==> src/rtl/rc_multicast_gen_pkg.sv <==
// Shared constants and helpers for the multicast route-computation stage.
// Directions are one-hot: bit0 L, bit1 N, bit2 E, bit3 S, bit4 W.
package rc_mc_pkg;

  localparam logic [4:0] DIR_L = 5'b00001;
  localparam logic [4:0] DIR_N = 5'b00010;
  localparam logic [4:0] DIR_E = 5'b00100;
  localparam logic [4:0] DIR_S = 5'b01000;
  localparam logic [4:0] DIR_W = 5'b10000;

  function automatic int nodes_of(input int mesh_x, input int mesh_y);
    return mesh_x * mesh_y;
  endfunction

  function automatic int payload_width(input int datasize, input int nodes);
    return datasize - nodes;
  endfunction

  // XY dimension order: resolve X first, then Y, otherwise deliver locally.
  function automatic logic [4:0] node_dir(input int node, input int router_id, input int mesh_x);
    int x;
    int y;
    int dx;
    int dy;
    x  = router_id % mesh_x;
    y  = router_id / mesh_x;
    dx = node % mesh_x;
    dy = node / mesh_x;
    if (dx > x) return DIR_E;
    if (dx < x) return DIR_W;
    if (dy < y) return DIR_N;
    if (dy > y) return DIR_S;
    return DIR_L;
  endfunction

endpackage

==> src/rtl/rc_multicast_gen_if.sv <==
// Flat per-channel buses between input buffers, the RC stage and the switch allocator.
interface rc_multicast_gen_if #(
  parameter int NUM_IN     = 2,
  parameter int DATASIZE   = 30,
  parameter int MAX_FANOUT = 3
);
  logic [NUM_IN*DATASIZE-1:0]            data_in;
  logic [NUM_IN-1:0]                     valid_in;
  logic [NUM_IN-1:0]                     in_ready;
  logic [NUM_IN-1:0]                     rc_ready;
  logic [NUM_IN*MAX_FANOUT*DATASIZE-1:0] data_out;
  logic [NUM_IN*MAX_FANOUT*5-1:0]        direction_out;
  logic [NUM_IN*MAX_FANOUT-1:0]          valid_out;

  modport master (
    output data_in, valid_in, rc_ready,
    input  in_ready, data_out, direction_out, valid_out
  );

  modport slave (
    input  data_in, valid_in, rc_ready,
    output in_ready, data_out, direction_out, valid_out
  );
endinterface

==> src/rtl/rc_multicast_gen_chan.sv <==
// One RC channel: flit FIFO, destination-mask decode, beat FSM and branch selection.
module rc_multicast_chan
  import rc_mc_pkg::*;
#(
  parameter int DEPTH      = 4,
  parameter int WIDTH      = 2,
  parameter int DATASIZE   = 30,
  parameter int MESH_X     = 4,
  parameter int MESH_Y     = 4,
  parameter int MAX_FANOUT = 3,
  parameter int router_ID  = 6
) (
  input  logic                           clk,
  input  logic                           rst_n,
  input  logic [DATASIZE-1:0]            data_in,
  input  logic                           valid_in,
  output logic                           in_ready,
  input  logic                           rc_ready,
  output logic [MAX_FANOUT*DATASIZE-1:0] data_out,
  output logic [MAX_FANOUT*5-1:0]        direction_out,
  output logic [MAX_FANOUT-1:0]          valid_out
);
  localparam int NODES = nodes_of(MESH_X, MESH_Y);
  localparam int PW    = payload_width(DATASIZE, NODES);
  localparam logic [WIDTH:0] FULL_CNT = (WIDTH+1)'(DEPTH);
  localparam logic [2:0]     FAN      = 3'(MAX_FANOUT);

  typedef enum logic {IDLE, EMIT} state_t;

  state_t                state_reg, state_next;
  logic [4:0]            pending_reg, pending_next;
  logic [WIDTH-1:0]      wr_ptr_reg, rd_ptr_reg;
  logic [WIDTH:0]        count_reg;
  logic [DATASIZE-1:0]   mem [DEPTH];
  logic                  push, pop, full, empty;
  logic [DATASIZE-1:0]   head;
  logic [NODES-1:0]      head_mask;
  logic [PW-1:0]         head_payload;
  logic [4:0]            node_dir_vec [NODES];
  logic [NODES-1:0]      dir_nodes [5];
  logic [4:0]            head_dirs;
  logic [4:0]            shown;
  logic [2:0]            rank [5];

  assign full         = (count_reg == FULL_CNT);
  assign empty        = (count_reg == '0);
  assign in_ready     = !full;
  assign push         = valid_in && !full;
  assign head         = mem[rd_ptr_reg];
  assign head_mask    = head[DATASIZE-1 -: NODES];
  assign head_payload = head[PW-1:0];

  for (genvar gi = 0; gi < NODES; gi++) begin : g_node
    assign node_dir_vec[gi] = node_dir(gi, router_ID, MESH_X);
  end

  always_comb begin
    head_dirs = '0;
    for (int b = 0; b < 5; b++) begin
      dir_nodes[b] = '0;
      for (int n = 0; n < NODES; n++) dir_nodes[b][n] = node_dir_vec[n][b];
      head_dirs[b] = |(head_mask & dir_nodes[b]);
    end
  end

  // rank[b] = number of pending directions below b, i.e. the branch slot b lands on.
  always_comb begin
    rank[0] = 3'd0;
    for (int b = 1; b < 5; b++) rank[b] = rank[b-1] + {2'b00, pending_reg[b-1]};
    shown = '0;
    for (int b = 0; b < 5; b++) shown[b] = (state_reg == EMIT) && pending_reg[b] && (rank[b] < FAN);
  end

  for (genvar gi = 0; gi < MAX_FANOUT; gi++) begin : g_branch
    logic                br_valid;
    logic [4:0]          br_dir;
    logic [DATASIZE-1:0] br_data;
    always_comb begin
      br_valid = 1'b0;
      br_dir   = '0;
      br_data  = '0;
      for (int b = 0; b < 5; b++) begin
        if (shown[b] && rank[b] == 3'(gi)) begin
          br_valid = 1'b1;
          br_dir   = 5'b00001 << b;
          br_data  = {head_mask & dir_nodes[b], head_payload};
        end
      end
    end
    assign valid_out[gi]                         = br_valid;
    assign direction_out[gi*5 +: 5]              = br_dir;
    assign data_out[gi*DATASIZE +: DATASIZE]     = br_data;
  end

  always_comb begin
    state_next   = state_reg;
    pending_next = pending_reg;
    pop          = 1'b0;
    case (state_reg)
      IDLE: begin
        if (!empty) begin
          if (head_dirs == '0) begin
            pop = 1'b1;
          end else begin
            pending_next = head_dirs;
            state_next   = EMIT;
          end
        end
      end
      EMIT: begin
        if (rc_ready) begin
          pending_next = pending_reg & ~shown;
          if (pending_next == '0) begin
            pop        = 1'b1;
            state_next = IDLE;
          end
        end
      end
      default: state_next = IDLE;
    endcase
  end

  always_ff @(posedge clk or negedge rst_n) begin
    if (!rst_n) begin
      state_reg   <= IDLE;
      pending_reg <= '0;
      wr_ptr_reg  <= '0;
      rd_ptr_reg  <= '0;
      count_reg   <= '0;
    end else begin
      state_reg   <= state_next;
      pending_reg <= pending_next;
      if (push) wr_ptr_reg <= wr_ptr_reg + 1'b1;
      if (pop)  rd_ptr_reg <= rd_ptr_reg + 1'b1;
      if (push && !pop)      count_reg <= count_reg + 1'b1;
      else if (pop && !push) count_reg <= count_reg - 1'b1;
    end
  end

  always_ff @(posedge clk) begin
    if (push) mem[wr_ptr_reg] <= data_in;
  end

endmodule

==> src/rtl/rc_multicast_gen.sv <==
// Multicast RC stage: NUM_IN independent channels sliced out of the flat interface buses.
module rc_multicast_gen
  import rc_mc_pkg::*;
#(
  parameter int NUM_IN     = 2,
  parameter int DEPTH      = 4,
  parameter int WIDTH      = 2,
  parameter int DATASIZE   = 30,
  parameter int MESH_X     = 4,
  parameter int MESH_Y     = 4,
  parameter int MAX_FANOUT = 3,
  parameter int router_ID  = 6
) (
  input logic               rc_clk,
  input logic               rst_n,
  rc_multicast_gen_if.slave bus
);
  localparam int BW = MAX_FANOUT * DATASIZE;
  localparam int DW = MAX_FANOUT * 5;

  for (genvar gi = 0; gi < NUM_IN; gi++) begin : g_chan
    rc_multicast_chan #(
      .DEPTH     (DEPTH),
      .WIDTH     (WIDTH),
      .DATASIZE  (DATASIZE),
      .MESH_X    (MESH_X),
      .MESH_Y    (MESH_Y),
      .MAX_FANOUT(MAX_FANOUT),
      .router_ID (router_ID)
    ) u_chan (
      .clk          (rc_clk),
      .rst_n        (rst_n),
      .data_in      (bus.data_in[gi*DATASIZE +: DATASIZE]),
      .valid_in     (bus.valid_in[gi]),
      .in_ready     (bus.in_ready[gi]),
      .rc_ready     (bus.rc_ready[gi]),
      .data_out     (bus.data_out[gi*BW +: BW]),
      .direction_out(bus.direction_out[gi*DW +: DW]),
      .valid_out    (bus.valid_out[gi*MAX_FANOUT +: MAX_FANOUT])
    );
  end

endmodule

==> src/flat_wrapper.sv <==
// flat-port wrapper written by rule: the top's interface ports become plain ports
module rc_multicast_gen_flat import rc_mc_pkg::*;
#(
  parameter int NUM_IN     = 2,
  parameter int DEPTH      = 4,
  parameter int WIDTH      = 2,
  parameter int DATASIZE   = 30,
  parameter int MESH_X     = 4,
  parameter int MESH_Y     = 4,
  parameter int MAX_FANOUT = 3,
  parameter int router_ID  = 6
)
  (rc_clk, rst_n, bus_data_in, bus_valid_in, bus_rc_ready, bus_in_ready, bus_data_out, bus_direction_out, bus_valid_out);
  rc_multicast_gen_if #(.NUM_IN(NUM_IN), .DATASIZE(DATASIZE), .MAX_FANOUT(MAX_FANOUT)) bus_i ();
  input logic rc_clk;
  input logic rst_n;
  input wire logic [$bits(bus_i.data_in)-1:0] bus_data_in;
  input wire logic [$bits(bus_i.valid_in)-1:0] bus_valid_in;
  input wire logic [$bits(bus_i.rc_ready)-1:0] bus_rc_ready;
  output wire logic [$bits(bus_i.in_ready)-1:0] bus_in_ready;
  output wire logic [$bits(bus_i.data_out)-1:0] bus_data_out;
  output wire logic [$bits(bus_i.direction_out)-1:0] bus_direction_out;
  output wire logic [$bits(bus_i.valid_out)-1:0] bus_valid_out;
  assign bus_i.data_in = bus_data_in;
  assign bus_i.valid_in = bus_valid_in;
  assign bus_i.rc_ready = bus_rc_ready;
  assign bus_in_ready = bus_i.in_ready;
  assign bus_data_out = bus_i.data_out;
  assign bus_direction_out = bus_i.direction_out;
  assign bus_valid_out = bus_i.valid_out;
  rc_multicast_gen #(.NUM_IN(NUM_IN), .DEPTH(DEPTH), .WIDTH(WIDTH), .DATASIZE(DATASIZE), .MESH_X(MESH_X), .MESH_Y(MESH_Y), .MAX_FANOUT(MAX_FANOUT), .router_ID(router_ID)) u_core (.rc_clk(rc_clk), .rst_n(rst_n), .bus(bus_i));
endmodule
==> config.mk <==
export PLATFORM = sky130hd
export DESIGN_NAME = rc_multicast_gen_flat
export DESIGN_NICKNAME = d
export VERILOG_FILES = /design/src/rtl/rc_multicast_gen_pkg.sv /design/src/rtl/rc_multicast_gen_if.sv /design/src/rtl/rc_multicast_gen_chan.sv /design/src/rtl/rc_multicast_gen.sv /design/src/flat_wrapper.sv
export SDC_FILE = /design/constraint.sdc
export NUM_CORES = 1
export LEC_CHECK = 0
export ABC_AREA = 1
export CAP_MARGIN = 0
export CORE_MARGIN = 1
export CORE_UTILIZATION = 46
export CTS_CLUSTER_DIAMETER = 120
export DETAILED_ROUTE_END_ITERATION = 8
export GPL_TIMING_DRIVEN = 0
export PLACE_DENSITY = 0.77
export SYNTH_ARGS = -nofsm -noshare
export SYNTH_HDL_FRONTEND = slang
export SYNTH_SLANG_ARGS = --single-unit
==> constraint.sdc <==
create_clock -name rc_clk -period 3.5 [get_ports rc_clk]
set_input_delay 0.35 -clock rc_clk [delete_from_list [all_inputs] [get_ports rc_clk]]
set_output_delay 0.35 -clock rc_clk [all_outputs]
set_load 0.05 [all_outputs]
# Yosys cells after proc, flatten, opt, wreduce, memory -nomap -nowiden
# Memory sizes are Yosys's and may differ from the RTL's.
# Cells that the tools add are included.
# totals
input_bits	66
out_inout_bits	218
rom_bits	0
ram_bits	240
wordCells	244
latch_bits	0
memories	2
register_bits	26
# op_classes
n_reduce_logical	76
magnitude_cmp	8
n_mux	108
add_sub_neg	14
n_bitwise	6
n_mul	0
eq_ne	20
shifts	0
n_div	0
# mem_list
memory	words	width	rd	rd_ports_with_merged_regs	write_ports	line	rtl
u_core.g_chan[0].u_chan.mem	4	30	1	0	1	rc_multicast_gen_chan.sv:34	logic [DATASIZE-1:0] mem [DEPTH];
u_core.g_chan[1].u_chan.mem	4	30	1	0	1	rc_multicast_gen_chan.sv:34	
# op_table
operator	n
$mux W30	18
$mux W21	4
$mux W5	16
$logic_and A1 B1 Y1	46
$mux W1	46
$mux W17	2
$logic_not A3 Y1	10
$mux W3	10
$logic_not A5 Y1	4
$pmux W5 S2	2
$reduce_or A8 Y1	2
$eq A3 B1 Y1 const B	4
$eq A3 B2 Y1 const B	4
$lt A3 B2 Y1 const B	4
$ne A2 B2 Y1 const B	6
$and A5 B5 Y5	2
$not A5 Y5	2
$add A2 B1 Y2 const B	4
$mux W2	4
$mux W4	2
$pmux W1 S2	4
$reduce_or A4 Y1	2
$add A2 B1 Y3	2
$add A3 B1 Y3	2
13 further kinds	30

# Logic depth before layout (Yosys ltp)
# depth
ltp_word	14
depth_mapped	19
depth_no_buf	17

# Hierarchy
# Synthesis repeated with hierarchy kept, for this count alone.
# hier_totals
cells_unflattened	1246
area_unflattened_um2	12594.6
# modules_own_cells
mod	area_each_um2	n_inst	seq_area_each_um2	cells_each
rc_multicast_chan at u_core.g_chan[0].u_chan	6316.1	1	3928.8	626
rc_multicast_chan at u_core.g_chan[1].u_chan	6278.5	1	3928.8	620

# Least setup slack after synthesis
# OpenSTA, ideal clock, no wires.
# synth_path
path_kind	reg-to-output
startpoint	register u_core.g_chan[0].u_chan.pending_reg[0]
endpoint	output bus_data_out[17]
t_arrival_ns	4.576
path_slack_ns	-1.426
required_ns	3.150
stages_incl_launch_ff	13
n_path_buf	1
cell_sequence	dfrtp_1 -> fa_1 -> ha_1 -> fa_1 -> a21oi_1 -> nand3_2 -> nor2_1 -> nand2_1 -> buf_4 -> inv_1 -> nor3_1 -> inv_1 -> nor2_1
# synth_via
elab_chain_len	7
word_cells_on_any_way	23
classes_between	add/sub (3); order compare (4); mux (4); reduce/logical (12)
# synth_rtl
element	line	rtl
start: declaration	rc_multicast_gen_chan.sv:31	logic [4:0] pending_reg, pending_next;
start signal: assignment	rc_multicast_gen_chan.sv:132	pending_reg <= pending_next;
$add A1 B1 Y2 or $lt A1 B2 Y1 (tied branches)	rc_multicast_gen_chan.sv:69, rc_multicast_gen_chan.sv:71	
$add A2 B1 Y3, or another cell as far along	rc_multicast_gen_chan.sv:69	for (int b = 1; b < 5; b++) rank[b] = rank[b-1] + {2'b00, pending_reg[b-1]};
$add A3 B1 Y3, or another cell as far along	rc_multicast_gen_chan.sv:69	
$lt A3 B2 Y1, or another cell as far along	rc_multicast_gen_chan.sv:71	for (int b = 0; b < 5; b++) shown[b] = (state_reg == EMIT) && pending_reg[b] && (rank[b] < FAN);
$logic_and A1 B1 Y1, or another cell as far along	rc_multicast_gen_chan.sv:71	
$logic_and A1 B1 Y1 or $mux W30 (tied branches)	rc_multicast_gen_chan.sv:83	if (shown[b] && rank[b] == 3'(gi)) begin
$mux W30 *	rc_multicast_gen_chan.sv:83	
end: declaration	flat_wrapper.sv:21	output wire logic [$bits(bus_i.data_out)-1:0] bus_data_out;
# Mark *: on every way between the ends. The rest lies on a longest branch, timed or not.

# Final worst setup path
# layout_path
startpoint	register u_core.g_chan[1].u_chan.pending_reg[1]
endpoint	output bus_data_out[93]
# layout_via
elab_chain_len	7
word_cells_on_any_way	22
classes_between	add/sub (3); order compare (3); mux (4); reduce/logical (12)
# layout_rtl
element	line
start: declaration	rc_multicast_gen_chan.sv:31
start signal: assignment	rc_multicast_gen_chan.sv:132
$add A1 B1 Y2 or $logic_and A1 B1 Y1 (tied branches)	rc_multicast_gen_chan.sv:69, rc_multicast_gen_chan.sv:71
$add A2 B1 Y3, or another cell as far along	rc_multicast_gen_chan.sv:69
$add A3 B1 Y3, or another cell as far along	rc_multicast_gen_chan.sv:69
$lt A3 B2 Y1, or another cell as far along	rc_multicast_gen_chan.sv:71
$logic_and A1 B1 Y1, or another cell as far along	rc_multicast_gen_chan.sv:71
$logic_and A1 B1 Y1 or $mux W30 (tied branches)	rc_multicast_gen_chan.sv:83
$mux W30 *	rc_multicast_gen_chan.sv:83
# Marked as above.

==> summary.md <==
| Metric | Value |
|---|---|
| Status | `finished with violations` |
| Failing checks | `negative setup slack` |
| Seq/Total Area, Yosys | `0.6198` |
| Wire per inst | `19.36 um` |
| Fin Hold WS | `0.4451 ns` |
| Final Max Slew Viols | `0` |
| I/O Buffers | `roughly 270` |
| Unrepaired setup endpoints after global routing | `true` |
| Actual slew at the worst max-slew pin | `0.8176 ns` |
| Crit Path Category | `reg -> out` |
| Core box area | `27030 um^2` |
| Largest net degree at the start of global routing | `30` |
| Slew headroom | `0.4549` |
| Placed Instances | `1879` |
| Yosys cell types | `38` |
| Synth warn | `0` |
| TritonCTS clock tree | `yes` |
| Average vias per placed instance | `5.356` |
| Final Hold Fails | `0` |
| Initial Util | `0.4691` |
| Max incr delay on CP | `0.43 ns` |
| Worst skew pair latency | `0.52 ns` |
| Clk pin slew, worst setup/hold paths | `0.06 ns` |
| Gr usage total | `0.2380` |
| Worst Path Required | `3.15 ns` |
| Starting DRT DRC Count | `851` |
| Routed via count | `10825` |
| Most common cell after layout, fill and taps aside | `nand2_1` |
| Area of the die | `28230 um^2` |
| Worst slack, placed | `-0.8824 ns` |
| Setup slack after layout | `-0.4505 ns` |
| Worst-path cell chain | `buf_4, inv_1, ha_1, ha_2, ha_1, nand3b_1, nor2_1, nand3_1, nand2_1, inv_1, nand4_4, buf_4, nand2_2, clkinvlp_4, buf_8` |
| Ports | `284` |
| Crit Path Max Fanout | `5` |
| CTS Buf Count | `26` |
| Worst R2R Start | `u_core.g_chan[0].u_chan.pending_reg[0]` |
| Synth-to-layout area growth | `59.73%` |
| Synth Area per Inst | `approximately 10 um^2` |
| Fillcell total | `1476` |
| Worst path top cell family by delay | `simple AND/OR/NAND/NOR gates` |
| Critical Path Stages | `15` |
| Setup Skew | `0.02080 ns` |
| Worst R2R Setup Slack | `-0.08 ns` |
| Die Height | `about 170 um` |
| Crit path to | `bus_data_out[93]` |
| CTS HTree Levels | `1` |
| Layout cells sized above 1 | `0.4425` |
| CP Capture Type | `output pin` |
| Post-DRT Antenna Nets | `0` |
| Total gr overflow | `0` |
| Residual DRC | `0` |
| Global-route wire length before repair | `53000 um` |
| Rows | `60` |
| Placer Congestion | `0.8442` |
| Commonest non-fill, non-tap cells in the layout | `nand2_1, edfxtp_1, buf_6` |
| Post-detail-place hpwl | `22020 um` |
| Worst Setup SP | `u_core.g_chan[1].u_chan.pending_reg[1]` |
| Tcrit/Tclk final | `1.129` |
| Min-Delay Path Class | `in -> async` |
| Initial antenna violation count | `1` |
| Total iterations of the first detailed-routing run | `7` |
| Crit path time final | `3.950 ns` |
| Post-layout util | `0.7493` |
| #FFs+latches synth | `266` |
| Worst r2r dst | `u_core.g_chan[0].u_chan.count_reg[1]` |
| Critical Path Start Type | `register` |
| Crit path DAT | `3.60 ns` |
| CTS Sinks | `roughly 270` |
| Max Freq | `about 250 MHz` |
| Final Non-Filler Cells | `2021` |
| Final setup viols | `189` |
| Final nets | `1753` |
| Slowest-stage cell, CP | `dfrtp_2` |
| Clock Path Buffers | `3` |
| Total of max-cap violations | `0` |
| Overall die width | `168.0 um` |
| Worst Path Buf+Inv | `6` |
| Worst reg2reg path depth | `14` |
| Post-Syn Instances | `1248` |
| Mapped cell area | `between 10000 and 15000 um^2` |
| Vias in the first global route | `about 10000` |
| Final wirelength | `39130 um` |
| Max reg flops | `240` |
| Clk root buf | `clkbuf_16` |
==> cell families (layout without fill, tap and decap cells) <==
group | Yosys count | after routing | share of synthesized area
AOI/OAI and AO/OA | 75 | 75 | 0.03977
xor gates and xnor gates | 8 | 8 | 0.005526
adders and majority gates | 28 | 28 | 0.03119
buffers and inverters | 206 | 626 | 0.07816
DFF | 266 | 266 | 0.6198
muxes | 2 | 2 | 0.001776
other | 1 | 13 | 0.0002958
and+or+nand+nor | 662 | 662 | 0.2235
==> routing by layer <==
metal,vias up,share of wire,GRT usage
met5,-,0,0
met4,0,0.028,0.05784
met3,87,0.081,0.03808
met2,596,0.53,0.4457
met1,5205,0.36,0.2842
li1,4937,-,-
==> stage by stage <==
step | instance area [um^2] | setup TNS (ns)
2_1_floorplan | 13490 | -18.48
3_3_place_gp | 16630 | -136.89
3_5_place_dp | 16880 | -88.19
4_1_cts | 19080 | -23.00
5_1_grt | 20250 | -60.01
6_report | 20250 | -39.17
==> cells in the mapped netlist (all sizes together) <==
master / number / area, um^2
and2: 2 / 12.51
xor2: 4 / 35.03
edfxtp: 240 / 7207
a32oi: 28 / 245.2
buf: 59 / 431.7
nor4: 3 / 18.77
nand4: 4 / 43.80
a21oi: 34 / 170.2
clkinv: 5 / 21.27
nor3: 30 / 176.4
conb: 1 / 3.750
ha: 22 / 275.3
nand2: 371 / 1463
mux2: 2 / 22.52
dfrtp: 26 / 650.6
nand3b: 1 / 7.510
o21ai: 12 / 82.58
nand3: 90 / 465.5
xnor2: 4 / 35.03
nor2: 161 / 646.9
inv: 134 / 508.0
a31oi: 1 / 6.260
fa: 6 / 120.1
clkbuf: 8 / 30.03
==> worst register-to-register path: cells and delay by family (launching register included) <==
kind | cells | cell delay [ns]
buf+inv | 3 | 0.30
compound gates | 1 | 0.16
flops | 1 | 0.44
mux | 1 | 0.27
fa+ha+maj | 5 | 1.83
simple gates | 4 | 0.44
==> final cells by class <==
| cell class | count | area [um^2] | area share |
|---|---|---|---|
| diodes | 1 | 2.502 | 0.0001236 |
| clock inverters | 20 | 286.5 | 0.01415 |
| repair inverters | 3 | 33.78 | 0.001668 |
| flip-flops and latches | 266 | 7865 | 0.3884 |
| inverters | 139 | 706.9 | 0.03491 |
| plain buffers | 65 | 520.5 | 0.02570 |
| well taps | 341 | 426.7 | 0.02107 |
| multi-input cells | 787 | 5363 | 0.2648 |
| clock buffers | 28 | 679.4 | 0.03355 |
| repair buffers | 371 | 4367 | 0.2156 |
==> timing repair <==
item | in CTS | in global routing
endpoints found under the setup margin | 207 | 207
pin swaps | 24 | 31
resized for setup | 1547 | 279
hold endpoints to repair | 0 | 26
hold buffers | 0 | 1
setup buffers | 47 | 45
gates cloned | 10 | 0
==> worst min path at each step <==
stage	endpoint	startpoint	cells past startpoint	slack, ns
floorplan	u_core.g_chan[0].u_chan.count_reg[0]	rst_n	0	0.05
global placement	u_core.g_chan[1].u_chan.count_reg[2]	u_core.g_chan[1].u_chan.count_reg[2]	1	0.49
detailed placement	u_core.g_chan[1].u_chan.count_reg[2]	u_core.g_chan[1].u_chan.count_reg[2]	1	0.50
CTS	u_core.g_chan[1].u_chan.mem[1][10]	bus_data_in[40]	1	0.44
global route	u_core.g_chan[1].u_chan.mem[0][6]	bus_data_in[36]	1	0.46
finish	u_core.g_chan[1].u_chan.pending_reg[0]	rst_n	2	0.45
Power is not shown: default switching activity piles up to over one toggle a cycle in this logic, so the estimate is an artifact.
